--- src/rtl/count_pwm_compare.sv ---
// PWM compare stage fed by a free-running N-bit counter: double-buffered duty,
// continuous / one-shot sequencing, and registered pwm, wrap and match pulses.
module count_pwm_compare #(
    parameter int unsigned N = 4
) (
    input  logic         clk,
    input  logic         rst_n,
    input  logic [N-1:0] count_i,
    input  logic         en_i,
    input  logic         mode_i,
    input  logic [N:0]   duty_in_i,
    input  logic         duty_load_i,
    output logic         pwm_o,
    output logic         wrap_pulse_o,
    output logic         match_pulse_o,
    output logic         busy_o
);

    typedef enum logic [1:0] {
        StIdle,
        StWaitWrap,
        StRun,
        StDone
    } state_e;

    localparam logic [N:0] DutyFull = {1'b1, {N{1'b0}}};

    state_e       state_q, state_d;
    logic [N-1:0] count_q;
    logic [N:0]   shadow_q, shadow_d;
    logic [N:0]   active_q, active_d;
    logic [N:0]   duty_eff;
    logic [N:0]   count_ext;
    logic         wrap;
    logic         transfer;
    logic         pwm_q, pwm_d;
    logic         wrap_pulse_q;
    logic         match_pulse_q, match_pulse_d;
    logic         busy_q, busy_d;

    // count_q resets to 0, so the upstream counter's own reset never looks like a wrap
    assign wrap      = (count_i == '0) && (count_q == '1);
    assign count_ext = {1'b0, count_i};

    always_comb begin
        state_d = state_q;
        unique case (state_q)
            StIdle: begin
                if (en_i) state_d = StWaitWrap;
            end
            StWaitWrap: begin
                if (!en_i) begin
                    state_d = StIdle;
                end else if (wrap) begin
                    state_d = StRun;
                end
            end
            StRun: begin
                // en and mode are only honoured at a period boundary
                if (wrap) begin
                    if (!en_i) begin
                        state_d = StIdle;
                    end else if (mode_i) begin
                        state_d = StDone;
                    end
                end
            end
            StDone: begin
                if (!en_i) state_d = StIdle;
            end
            default: state_d = StIdle;
        endcase
    end

    always_comb begin
        transfer = wrap && (state_d == StRun);
        duty_eff = transfer ? shadow_q : active_q;
        active_d = duty_eff;

        shadow_d = shadow_q;
        if (duty_load_i) begin
            shadow_d = (duty_in_i > DutyFull) ? DutyFull : duty_in_i;
        end

        pwm_d         = (state_d == StRun) && (count_ext < duty_eff);
        match_pulse_d = (state_q == StRun) && (state_d == StRun) &&
                        (duty_eff != '0) && (duty_eff < DutyFull) &&
                        (count_ext == duty_eff);
        busy_d        = (state_d == StWaitWrap) || (state_d == StRun);
    end

    always_ff @(posedge clk or negedge rst_n) begin
        if (!rst_n) begin
            state_q       <= StIdle;
            count_q       <= '0;
            shadow_q      <= '0;
            active_q      <= '0;
            pwm_q         <= 1'b0;
            wrap_pulse_q  <= 1'b0;
            match_pulse_q <= 1'b0;
            busy_q        <= 1'b0;
        end else begin
            state_q       <= state_d;
            count_q       <= count_i;
            shadow_q      <= shadow_d;
            active_q      <= active_d;
            pwm_q         <= pwm_d;
            wrap_pulse_q  <= wrap;
            match_pulse_q <= match_pulse_d;
            busy_q        <= busy_d;
        end
    end

    assign pwm_o         = pwm_q;
    assign wrap_pulse_o  = wrap_pulse_q;
    assign match_pulse_o = match_pulse_q;
    assign busy_o        = busy_q;

endmodule

--- config.mk ---
export PLATFORM = sky130hd
export DESIGN_NAME = count_pwm_compare
export DESIGN_NICKNAME = d
export VERILOG_FILES = /design/src/rtl/count_pwm_compare.sv
export SDC_FILE = /design/constraint.sdc
export NUM_CORES = 1
export LEC_CHECK = 0
export CORE_UTILIZATION = 53
export CTS_CLUSTER_DIAMETER = 50
export DETAILED_ROUTE_END_ITERATION = 8
export GPL_ROUTABILITY_DRIVEN = 0
export PLACE_DENSITY_LB_ADDON = 0.08
export SKIP_LAST_GASP = 1
export SYNTH_ARGS = -nofsm -noshare
export SYNTH_HDL_FRONTEND = slang
export SYNTH_SLANG_ARGS = --single-unit
--- constraint.sdc ---
create_clock -name clk -period 3.9 [get_ports clk]
set_input_delay 0.585 -clock clk [delete_from_list [all_inputs] [get_ports clk]]
set_output_delay 0.585 -clock clk [all_outputs]
set_load 0.02 [all_outputs]
==> metrics.md, run 1 <==
| Metric | Value |
|---|---|
| Result of the run | finished, violations left |
| Failing checks | design-rule violations |
| IO buf count | 17 |
| Worst reg2reg path endpoint | pwm_o |
| Number of post-CTS setup repair buffers | 0 |
| Hold buffer count at cts | 0 |
| Number of buffers added by the clock tree synthesis step | 3 |
| Portion of the post-synthesis area used by sequential elements | 0.549 |
| Sinks on Clock Net | 20 |
| Period Utilization, post-route | 0.859 |
| Root Buffer | clkbuf_4 |
| Total non-filler cell area in the finished layout | 1110 µm² |
| Global routing usage summed across all routing layers | 0.215 |
| Number of warning messages in the yosys log | 0 |
| Die width | 43.5 µm |
| Most used flip-flop cell after synthesis | dfrtp_1 |
| Clock insertion delay at the later pin of the skew report | 0.30 ns |
| Power share of the sequential group | 0.552 |
| Highest-count cells in the layout ignoring fill and taps | dfrtp_1, clkdlybuf4s50_1, o21ai_0, inv_1 |
| P per Cell Area | 391 nW/µm² |
| Met3 wire length | 64 µm |
| Highest achievable clock rate | 299 MHz |
| Combinational group share of total power | 0.230 |
| Max stage delay cell, worst path | clkdlybuf4s50_1 |
| Post-synthesis area per instance | 11.1 µm² |
| Sink of the worst hold path | active_q[1] |
| Estimated wirelength of the detail-placed design | 1220 µm |
| Die Footprint | 1890 µm² |
| Max-cap viol count | 0 |
| Class of the tightest hold or removal check | reg2reg |
| Per-cell via count in the routed design | 5.65 |
| Diodes inserted | 0 |
| CP max FO | 14 |
| Hold Crit Start | active_q[1] |
| Leakage power summed over all cells | 0.000517 µW |
| Post-layout min period | 3.35 ns |
| Net switching fraction of the power | 0.275 |
| Share of async-settable or async-resettable flops after synthesis | 1.00 |
| Worst EP required | 4.13 ns |
| Growth of design area from synthesis to finish | 21.9% |
| Vias in the first global route | 649 |
| Reg2reg start | count_q[3] |
| Maximum vdd ir drop | 321 µV |
| Clock skew after layout | 0.00386 ns |
| Synth Register Bits | 20 |
| Endpoints failing hold | 0 |
| Number of library cell types mapped by synthesis | 28 |
| Initial DRT Pass Iterations | 6 |
| Unrepaired setup endpoints after global routing | false |
| Type of the setup path with the least slack | in2reg |
| First-iteration detailed-routing DRC count | 21 |
| Max stage delay on crit path | 0.49 ns |
| Min-Delay Path Depth | 1 |
| Sum Neg Setup Slack | 0 ns |
| Routed wire length on met2 | 746 µm |
| H-tree levels | 1 |
| Crit end category | register |
| Placed inst area | 1090 µm² |
| Register-to-register setup slack | 1.12 ns |
| Number of enable-type register cells in the synthesized netlist | 0 |
| Net switching power | 120 µW |
| Leading cell type in the layout, fill and taps excluded | dfrtp_1 |
| Max-slew violation total from the final report | 0 |
| Headroom to the max-slew limit | 0.438 |
| Global-route wire length before repair | 2860 µm |
| Worst path bufs/invs | 1 |
| Critical Path Start Type | input pin |
| Chip Height | 43.5 µm |
| CTS tree | built |
| Number of cell instances on the worst register-to-register path | 13 |
| Initial Utilization | 0.585 |
| Most used cell along the critical path | ha_1 |
| Placeable Area | 1560 µm² |
| Total power | 435 µW |
| Post-cts gate resize count | 0 |
| Share of final-layout standard cells stronger than drive strength 1 | 0.0707 |
| CP cell instances | clkdlybuf4s50_1, nor4_4, and2_1, nand2_1, o211ai_1, ha_1, nand3_2, nor2_1, a21oi_1, ha_1, nor2b_1, nor3_1, o21bai_1, a21boi_0 |
| Met1 wire length | 718 µm |
| Post-synthesis net count | 101 |
| Critical path data arrival time | 3.57 ns |
| Clk network pwr share | 0.218 |
| CTS clock-pin slew for the worst setup and hold paths | 0.10 ns |
| Highest Signal Layer | met4 |
| Wire length after detailed routing | 1560 µm |
| Residual antenna-violating net count after detailed routing | 0 |
| Total Nets Final | 120 |
| Maximum number of pins on one net before global-route repair | 21 |
| Gate family responsible for the most delay along the worst path | simple AND/OR/NAND/NOR gates |
| Num ports | 18 |
| Final number of setup-violating endpoints | 0 |
| Actual transition at the worst max-transition pin | 0.840 ns |
| Per-cell routed wire length | 13.6 µm |
| Overflow left after global routing | 0 |
| Number of antenna violations at the first check in global routing | 0 |
| Row count | 14 |
| Gate count of the mapped netlist | 82 |
| Cell area after technology mapping | 912 µm² |
| Maximum count of clock buffers along a single path | 2 |
| Remaining DRCs | 2 |
| Count of vias placed by the detailed router | 650 |
| Cell-internal power | 315 µW |
flip-flops by register name, summed over array words and instances (netlist names):
| register | count |
|---|---|
| count_q | 4 |
| active_q | 5 |
| shadow_q | 5 |
| match_pulse_o | 1 |
| state_q | 2 |
| wrap_pulse_o | 1 |
| busy_o | 1 |
| pwm_o | 1 |
cells by family (layout without fill, tap and decap cells):
family / count (synthesis) / after routing / synth area share
and+or+nand+nor: 25 / 25 / 0.174
adders and majority gates: 5 / 5 / 0.0686
AOI/OAI and AO/OA: 20 / 20 / 0.134
muxes: 3 / 3 / 0.0357
buffers and inverters: 9 / 26 / 0.0384
DFF: 20 / 20 / 0.549
Yosys cell counts, types with 2 or more instances:
cell type	number	area share
o21ai_0	8	0.044
a21o_1	4	0.033
clkbuf_1	2	0.0082
ha_1	5	0.069
dfrtp_1	20	0.55
nand2_1	4	0.016
inv_1	6	0.025
nor4_1	2	0.014
nor2_1	5	0.021
mux2_2	2	0.025
a21oi_1	4	0.022
nand3b_1	4	0.033
power groups by stage:
stage,clock [µW],sequential [µW],combinational (µW)
floorplan,0,251,45.7
global placement,0,243,98.4
detailed placement,0,244,101
CTS,95.3,240,101
global route,106,242,112
finish,94.8,240,99.9
area by class of cell:
type                       count  area (µm²)
sequential                    20         500
fill                         103         447
tap                           16        20.0
timing repair buffer          17         170
inverter                       6        22.5
clock buffer                   3        22.5
multi-input combinational     53         377
worst register-to-register path: stages, from the launching register on:
cell      delay (ns)
dfrtp_1         0.35
and4_1          0.27
and2_1          0.26
nand2_1         0.10
o211ai_1        0.20
ha_1            0.23
nand3_2         0.22
nor2_1          0.21
a21oi_1         0.06
ha_1            0.29
nor2b_1         0.14
nor3_1          0.15
o21bai_1        0.09
a21boi_0        0.14
stage by stage:
step	utilization	instances	setup WS (ns)	hold WS, ns
after floorplan	-	82	1.03	0.289
after global placement	0.699	112	0.357	0.504
after detailed placement	0.699	112	0.285	0.503
after CTS	0.713	115	0.570	0.528
after global routing	0.713	115	0.253	0.548
final	0.713	115	0.552	0.529
routing by layer:
layer | vias to the layer above | track usage
met5 | - | 0
met4 | 0 | 0.113
met3 | 5 | 0.0667
met2 | 15 | 0.330
met1 | 304 | 0.274
li1 | 326 | -
how the worst max path moves through the flow:
| stage | start | to | slack, ns | cells past startpoint |
|---|---|---|---|---|
| floorplan | count_i[1] | pwm_o | 1.03 | 14 |
| global placement | count_i[1] | pwm_o | 0.36 | 14 |
| detailed placement | count_i[1] | pwm_o | 0.28 | 14 |
| CTS | count_i[1] | pwm_o | 0.57 | 14 |
| global route | count_i[1] | pwm_o | 0.25 | 14 |
| finish | count_i[1] | pwm_o | 0.55 | 14 |
Power figures use the tool's default switching activity.
==> inputs of run 2 (changes only) <==
--- a/config.mk
+++ b/config.mk
@@ -5,6 +5,7 @@
 export SDC_FILE = /design/constraint.sdc
 export NUM_CORES = 1
 export LEC_CHECK = 0
+export ABC_AREA = 0
 export CORE_UTILIZATION = 53
 export CTS_CLUSTER_DIAMETER = 50
 export DETAILED_ROUTE_END_ITERATION = 8
==> results of run 2 <==
Same layout as run 1: the final DEF is identical, and so are final timing and power.
==> inputs of run 3 (changes only) <==
--- a/config.mk
+++ b/config.mk
@@ -6,6 +6,7 @@
 export NUM_CORES = 1
 export LEC_CHECK = 0
 export ABC_AREA = 0
+export CORE_MARGIN = 5
 export CORE_UTILIZATION = 53
 export CTS_CLUSTER_DIAMETER = 50
 export DETAILED_ROUTE_END_ITERATION = 8
==> run 3 against run 2 <==
Effect of this change:
- the flow now finishes without violations
- setup slack worse by 0.052 ns
- first-iteration DRC count down 81%
- hold slack worse by 0.010 ns
- via count increased by 0.46%
- sequential cell count is the same
- global-route usage down 7.1 points
- non-clock buffer count unchanged
- clock-buffer cell count up 1
- clock power grew 24%
==> metrics.md, run 3 (synthesis results as in run 1) <==
| Metric | Value |
|---|---|
| Placeable Area | 1690 µm² |
| Root Buffer | clkbuf_4 |
| Headroom to the max-slew limit | 0.434 |
| Number of antenna violations at the first check in global routing | 0 |
| Worst EP required | 4.11 ns |
| Initial DRT Pass Iterations | 4 |
| Unrepaired setup endpoints after global routing | false |
| CP cell instances | clkdlybuf4s50_1, nor4_4, and2_1, nand2_1, o211ai_1, ha_1, nand3_2, nor2_1, a21oi_1, ha_1, nor2b_1, nor3_1, o21bai_1, a21boi_0 |
| Number of cell instances on the worst register-to-register path | 13 |
| Number of post-CTS setup repair buffers | 0 |
| Highest achievable clock rate | 294 MHz |
| Vias in the first global route | 698 |
| Sum Neg Setup Slack | 0 ns |
| Sinks on Clock Net | 20 |
| CP startpoint | count_i[1] |
| Hold Crit Start | active_q[2] |
| Residual antenna-violating net count after detailed routing | 0 |
| Class of the tightest hold or removal check | reg2reg |
| Most used cell along the critical path | ha_1 |
| CTS tree | built |
| P per Cell Area | 406 nW/µm² |
| Actual transition at the worst max-transition pin | 0.847 ns |
| Estimated wirelength of the detail-placed design | 1310 µm |
| Per-cell via count in the routed design | 5.58 |
| Type of the setup path with the least slack | in2reg |
| Overflow left after global routing | 0 |
| Max-slew violation total from the final report | 0 |
| Count of vias placed by the detailed router | 653 |
| H-tree levels | 1 |
| Result of the run | finished clean |
| IO buf count | 17 |
| Maximum vdd ir drop | 268 µV |
| Diodes inserted | 0 |
| Maximum number of pins on one net before global-route repair | 21 |
| Leading cell type in the layout, fill and taps excluded | dfrtp_1 |
| Clock skew after layout | 0.000931 ns |
| Number of buffers added by the clock tree synthesis step | 3 |
| Post-layout min period | 3.40 ns |
| Maximum count of clock buffers along a single path | 2 |
| Die Footprint | 2650 µm² |
| Total Nets Final | 120 |
| Critical path data arrival time | 3.61 ns |
| Area used by sequential logic in the layout | 500 µm² |
| Die width | 51.5 µm |
| Worst reg2reg path endpoint | pwm_o |
| First-iteration detailed-routing DRC count | 4 |
| CTS clock-pin slew for the worst setup and hold paths | 0.11 ns |
| Wire length after detailed routing | 1650 µm |
| Growth of design area from synthesis to finish | 23.6% |
| Hold buffer count at cts | 0 |
| Worst setup path endpoint | pwm_o |
| Endpoints failing hold | 0 |
| Critical Path Start Type | input pin |
| Initial Utilization | 0.540 |
| Global-route wire length before repair | 2840 µm |
| Num ports | 18 |
| Max-cap viol count | 0 |
| Remaining DRCs | 0 |
| Reg2reg start | count_q[2] |
| Global routing usage summed across all routing layers | 0.145 |
| Top Registers | active_q (5), shadow_q (5), count_q (4) |
| Row count | 15 |
| Final number of setup-violating endpoints | 0 |
| Share of final-layout standard cells stronger than drive strength 1 | 0.0800 |
| Period Utilization, post-route | 0.872 |
| Multi-input gate area in the final layout | 377 µm² |
| Leakage power summed over all cells | 0.000524 µW |
| Register-to-register setup slack | 1.12 ns |
| Utilization after layout | 0.667 |
| Clock insertion delay at the later pin of the skew report | 0.29 ns |
| Chip Height | 51.5 µm |
| CP max FO | 14 |
| Highest-count cells in the layout ignoring fill and taps | dfrtp_1, clkdlybuf4s50_1, o21ai_0, inv_1 |
| Max stage delay cell, worst path | clkdlybuf4s50_1 |
| Crit end category | register |
| Per-cell routed wire length | 14.1 µm |
| Post-cts gate resize count | 0 |
| Max stage delay on crit path | 0.49 ns |
| Total of fill cells in the finished design | 134 |
## run 3: cell count changes in the layout (fill, tap and decap cells not counted), sizes merged
cell / previous run / this run
clkbuf: 3 / 4
## run 3: critical path, delay by kind of cell
kind / cells / cell delay, ns
buffers and inverters: 1 / 0.49
AO/OA/AOI/OAI: 4 / 0.53
adder cells (fa/ha/maj): 2 / 0.51
AND/OR/NAND/NOR: 7 / 1.47
## run 3: report_power, final
group / switching (µW) / internal (µW)
Clock: 60.7 / 56.9
Sequential: 10.7 / 229
Combinational: 50.2 / 50.6
## run 3: worst min path at each step
stage | endpoint | slack (ns) | depth (start not counted)
floorplan | active_q[0] | 0.29 | 0
global route | active_q[3] | 0.54 | 1
global placement | active_q[3] | 0.49 | 1
detailed placement | active_q[1] | 0.50 | 1
CTS | active_q[1] | 0.52 | 1
finish | active_q[2] | 0.52 | 1
## run 3: final cells by class
type | count | share of cell area
flip-flops and latches | 20 | 0.444
multi-input cells | 53 | 0.334
repair buffers | 17 | 0.151
clock buffers | 4 | 0.0322
inverters | 6 | 0.0200
well taps | 17 | 0.0189
## run 3: routing by layer
metal,global-route usage,routed length [µm],vias up
li1,-,-,324
met1,0.159,717,307
met2,0.248,816,16
met3,0.0437,75,6
met4,0.0742,44,0
met5,0,0,-
## run 3: metrics by stage
| step | worst slack [ns] | instances | power (µW) | area (µm²) | hold WS [ns] |
|---|---|---|---|---|---|
| floorplan | 1.03 | 82 | 297 | 912 | 0.289 |
| global placement | 0.390 | 113 | 342 | 1090 | 0.493 |
| detailed placement | 0.179 | 113 | 346 | 1090 | 0.495 |
| CTS | 0.500 | 117 | 463 | 1130 | 0.521 |
| global route | 0.241 | 117 | 486 | 1130 | 0.540 |
| finish | 0.500 | 117 | 458 | 1130 | 0.519 |
